## src/rtl/comp4_pkg.sv

```systemverilog
`default_nettype none
// ============================================================================
//  Module   : comp4_pkg
//  Purpose  : Shared defaults and operand type for the comp4 comparator.
//  Revision : 1.0  initial release
// ============================================================================
package comp4_pkg;

    localparam int COMP4_WIDTH = 4;
    localparam int COMP4_CNT_W = 8;

    typedef logic [COMP4_WIDTH-1:0] operand_t;

endpackage : comp4_pkg
`default_nettype wire

```

## src/rtl/comp4_slice.sv

```systemverilog
`default_nettype none
// ============================================================================
//  Module   : comp4_slice
//  Purpose  : One bit of an MSB-first magnitude-compare cascade. A bit only
//             decides the result while every more significant bit was equal.
//  Revision : 1.0  initial release
// ============================================================================
module comp4_slice
    import comp4_pkg::*;
(
    input  logic a_i,
    input  logic b_i,
    input  logic eq_in,
    input  logic gt_in,
    output logic eq_out,
    output logic gt_out
);

    // Equal so far only if all higher bits matched and this bit matches too;
    // greater once a higher bit decided it, or this bit decides it now.
    always_comb begin
        eq_out = eq_in & ~(a_i ^ b_i);
        gt_out = gt_in | (eq_in & a_i & ~b_i);
    end

endmodule : comp4_slice
`default_nettype wire

```

## src/rtl/comp4.sv

```systemverilog
`default_nettype none
// ============================================================================
//  Module   : comp4
//  Purpose  : Unsigned WIDTH-bit comparator with combinational eq/gt/lt and a
//             registered monitor (eq_q, rise/fall pulses, saturating count of
//             matching cycles).
//  Revision : 1.0  initial release
// ============================================================================
module comp4
    import comp4_pkg::*;
#(
    parameter int WIDTH = COMP4_WIDTH,
    parameter int CNT_W = COMP4_CNT_W
) (
    input  logic             clk,
    input  logic             rst_n,
    input  logic [WIDTH-1:0] a,
    input  logic [WIDTH-1:0] b,
    input  logic             clr,
    output logic             eq,
    output logic             gt,
    output logic             lt,
    output logic             eq_q,
    output logic             eq_rise,
    output logic             eq_fall,
    output logic [CNT_W-1:0] match_cnt
);

    localparam logic [CNT_W-1:0] c_cnt_max = {CNT_W{1'b1}};

    // Cascade nodes: index 0 is the chain input, index WIDTH the final result.
    logic [WIDTH:0] w_eq_chain;
    logic [WIDTH:0] w_gt_chain;

    logic             r_eq_q;
    logic             r_eq_rise;
    logic             r_eq_fall;
    logic [CNT_W-1:0] r_match_cnt;

    assign w_eq_chain[0] = 1'b1;
    assign w_gt_chain[0] = 1'b0;

    // Stage i compares operand bit WIDTH-1-i, so the MSB is resolved first.
    generate
        for (genvar i = 0; i < WIDTH; i++) begin : g_chain
            comp4_slice u_slice (
                .a_i    (a[WIDTH-1-i]),
                .b_i    (b[WIDTH-1-i]),
                .eq_in  (w_eq_chain[i]),
                .gt_in  (w_gt_chain[i]),
                .eq_out (w_eq_chain[i+1]),
                .gt_out (w_gt_chain[i+1])
            );
        end
    endgenerate

    // Combinational results come straight off the cascade, untouched by clk/reset.
    always_comb begin
        eq = w_eq_chain[WIDTH];
        gt = w_gt_chain[WIDTH];
        lt = ~w_eq_chain[WIDTH] & ~w_gt_chain[WIDTH];
    end

    // Registered copy of eq and its edge pulses; pulses line up with the eq_q change.
    always_ff @(posedge clk or negedge rst_n) begin
        if (!rst_n) begin
            r_eq_q    <= 1'b0;
            r_eq_rise <= 1'b0;
            r_eq_fall <= 1'b0;
        end else begin
            r_eq_q    <= eq;
            r_eq_rise <= eq & ~r_eq_q;
            r_eq_fall <= ~eq & r_eq_q;
        end
    end

    // Match counter: clear beats increment; sticks at all-ones instead of wrapping.
    always_ff @(posedge clk or negedge rst_n) begin
        if (!rst_n) begin
            r_match_cnt <= '0;
        end else if (clr) begin
            r_match_cnt <= '0;
        end else if (eq && (r_match_cnt != c_cnt_max)) begin
            r_match_cnt <= r_match_cnt + 1'b1;
        end
    end

    assign eq_q      = r_eq_q;
    assign eq_rise   = r_eq_rise;
    assign eq_fall   = r_eq_fall;
    assign match_cnt = r_match_cnt;

endmodule : comp4
`default_nettype wire

```

## config.mk

```make
export PLATFORM = sky130hd
export DESIGN_NAME = comp4
export DESIGN_NICKNAME = d
export VERILOG_FILES = /design/src/rtl/comp4_pkg.sv /design/src/rtl/comp4_slice.sv /design/src/rtl/comp4.sv
export SDC_FILE = /design/constraint.sdc
export NUM_CORES = 1
export LEC_CHECK = 0
export CAP_MARGIN = 20
export CORE_ASPECT_RATIO = 0.75
export CORE_UTILIZATION = 29
export CTS_CLUSTER_SIZE = 12
export DETAILED_ROUTE_END_ITERATION = 10
export HOLD_SLACK_MARGIN = 0.1
export PLACE_DENSITY = 0.69
export SLEW_MARGIN = 20
export SYNTH_ARGS = -nofsm -noshare
export SYNTH_HDL_FRONTEND = slang
export SYNTH_HIERARCHICAL = 1
export SYNTH_SLANG_ARGS = --single-unit
```

## constraint.sdc

```tcl
create_clock -name clk -period 1.7 [get_ports clk]
set_input_delay 0.255 -clock clk [delete_from_list [all_inputs] [get_ports clk]]
set_output_delay 0.255 -clock clk [all_outputs]
set_load 0.02 [all_outputs]
```

==> results_dict.tcl <==
set metrics [dict create \
    status "complete, but fails checks" \
    violations "design-rule violations" \
    start_util 0.3181 \
    cp-end-kind "output pin" \
    synth_seq_cells 11 \
    cts_buffers 3 \
    cp_max_fo 9 \
    synthXorXnorAreaFrac 0.05283 \
    die-area_mm2 0.002484 \
    path_cells "clkdlybuf4s50_1" \
    hold_violations 0 \
    power.internal_uw 413.7 \
    fmax_mhz 595.0 \
    via_count 629 \
    synthesis.area_um2 663.1 \
    finalWorstSetupSlack_ns 0.01928 \
    finalClockSkew_ns 0.001451 \
    wl_met3_um 78 \
    syn_avg_cell_area_um2 10.05 \
    area_delta_synth_final_pct 57.92 \
    first_iter_violations 18 \
    power.total_uw 543.5 \
    synthCells 66 \
    antenna_found_initial 0 \
    synthTopCellsByArea "dfrtp_1, xnor2_1, o21bai_1" \
    dp_slack_ns -0.6893 \
    synthFlopType "dfrtp_1" \
    crit_slowest_cell "clkdlybuf4s50_1" \
    timing.final.crit_share 0.9887 \
    synth.largest_area_cell "dfrtp_1" \
    die_y_um 43.41 \
    cp-start-kind "flop" \
    worstPathRequired_ns 1.44 \
    yosysSeqAreaShare 0.4151 \
    yosysUniqueCellTypes 30 \
    synthAdderAreaFrac 0.01887 \
    synth-compound-area-share 0.1906 \
    cts_max_level 1 \
    setup_viol 0 \
    drt-pass1-iter-count 9 \
    ioPinCount 25 \
    share_comb_of_total_power 0.189 \
    gp_congestion 0.7176 \
    regToRegStartpoint "match_cnt[0]" \
    drv_cap 0 \
    power_switching_share 0.2387 \
    synth_top_family_by_area "simple AND/OR/NAND/NOR gates" \
    clk_path_buf_depth 2 \
    irDropWorstVdd_uv 178.8 \
    core_mm2 0.002085 \
    insertion_delay_ns 0.26 \
    avgRoutedWirePerCell_um 11.87 \
    routed_wl_um 1508 \
    wl_met1_um 678 \
    reg2reg_to "match_cnt[6]" \
    dr.max_layer_used "met4" \
    grt_pass1_wl_um 2504 \
    ant_nets 0 \
    relSlewSlack 0.6654 \
    min_period_ns 1.681 \
    synth_edf_count 0 \
    crit_end "match_cnt[3]" \
    synth.area.mux_share 0.05472 \
    worstPathArrival_ns 1.43 \
    postCtsHoldBufs 0 \
    ctsRootBufferMaster "clkbuf_4" \
    switching_power_uw 129.7 \
    cp_slowest_stage_delay_ns 0.66 \
    fin_util 0.5024 \
    cts_tree "yes" \
    grt_setup_unrepaired "yes" \
    whs_ns 0.3256 \
    cp_top_family "buffers and inverters" \
    postSynth.asyncResetShare 1.000 \
    yosysMostFrequentCell "dfrtp_1" \
    p_per_area_mw_per_mm2 519.0 \
    chipWidth_um 57.22 \
    final_nets 116 \
    path_clk_slew_ns 0.07 \
    grt_start_max_net_pins 12 \
    cts.sinks 11 \
    place_hpwl_um 1083 \
    synth_common_cells "dfrtp_1, nand2_1" \
    cp.buffers_inverters 1 \
    r2r_slack_ns 0.14 \
    yosys.area_share.simple 0.2453 \
    seqPwrFrac 0.490 \
    drc 4 \
    final.fill_count 208 \
    crit_type "flop to output pin" \
    portBuffers 24 \
    overflow 0 \
    tightest_slew_ns 0.5004 \
    num_rows 14 \
    leakagePower_uw 0.0004541 \
    diodes 0 \
    grtUsageTotal 0.1331 \
    dr_wl_met2_um 747 \
    rr_worst_depth 4 \
    cp_num_cells 1 \
    worstSetupStartpoint "match_cnt[3]" \
    ys_warn_count 6 \
    p_clk_frac 0.320 \
    synth_top_area_frac 0.4151 \
    layout-drive-gt1-share 0.2718 \
    grt_pass1_vias 587 \
    min_path_type "input pin to asynchronous set/reset pin" \
    drv_slew 0 \
    vias_per_cell 4.953 \
]
[logic make-up after synthesis]
| group | after synthesis |
|---|---|
| AO/OA/AOI/OAI | 15 |
| XOR/XNOR | 4 |
| adder cells (fa/ha/maj) | 1 |
| buffers and inverters | 2 |
| flip-flops | 11 |
| multiplexers | 3 |
| other | 2 |
| AND/OR/NAND/NOR | 28 |
[cells in the final DEF, fill, tap and decap left out, types with 2 or more instances in the layout]
cell,n
nor2_1,3
clkdlybuf4s50_1,15
nand2_1,5
and2_4,4
nor2b_1,3
dfrtp_1,11
clkbuf_4,3
a31oi_1,2
o21bai_1,4
buf_4,9
nor3_1,3
conb_1,3
dlygate4sd2_1,3
xnor2_1,3
a21oi_1,3
clkbuf_2,2
buf_6,2
nand2b_1,2
[worst min path at each step]
stage	endpoint	depth (start not counted)
6_report	match_cnt[5]	1
5_1_grt	match_cnt[6]	1
4_1_cts	match_cnt[6]	1
3_5_place_dp	eq_rise	1
3_3_place_gp	eq_rise	1
2_1_floorplan	eq_fall	0
[routing by layer]
metal | GRT usage | vias up
li1 | - | 313
met1 | 0.1685 | 296
met5 | 0 | -
met2 | 0.2141 | 18
met4 | 0.07317 | 0
met3 | 0.02985 | 2
[power by group through the flow]
stage / Combinational (uW) / Clock (uW) / Sequential (uW)
finish: 103 / 174 / 267
global route: 113 / 200 / 267
CTS: 92.8 / 183 / 267
detailed placement: 99.9 / 0 / 272
global placement: 98.8 / 0 / 271
floorplan: 38.9 / 0 / 275
[sequential cells by signal, indices dropped and copies added, names as in the netlist]
register,cells
eq_fall,1
match_cnt,8
eq_rise,1
eq_q,1
[area by class of cell]
cell class | instances | area (um^2) | area share
Multi-Input combinational cell | 54 | 410.4 | 0.3919
Tap cell | 24 | 30.03 | 0.02867
Timing Repair Buffer | 33 | 301.5 | 0.2879
Clock buffer | 4 | 26.28 | 0.02509
Sequential cell | 11 | 275.3 | 0.2628
Inverter | 1 | 3.754 | 0.003584
[per-stage QoR]
step	instance area, um^2	setup TNS [ns]	cells
global placement	1001	-6.412	121
global route	1047	-0.1527	127
finish	1047	0	127
CTS	1007	0	125
floorplan	669.4	0	67
detailed placement	1001	-6.858	121
[what timing repair did]
item                       4_1_cts  5_1_grt
pin swaps                        5        6
buffers inserted                 0        2
setup endpoints to repair       11        8
gates resized for setup         24       10
No activity file was read; power rests on OpenSTA's default activity.
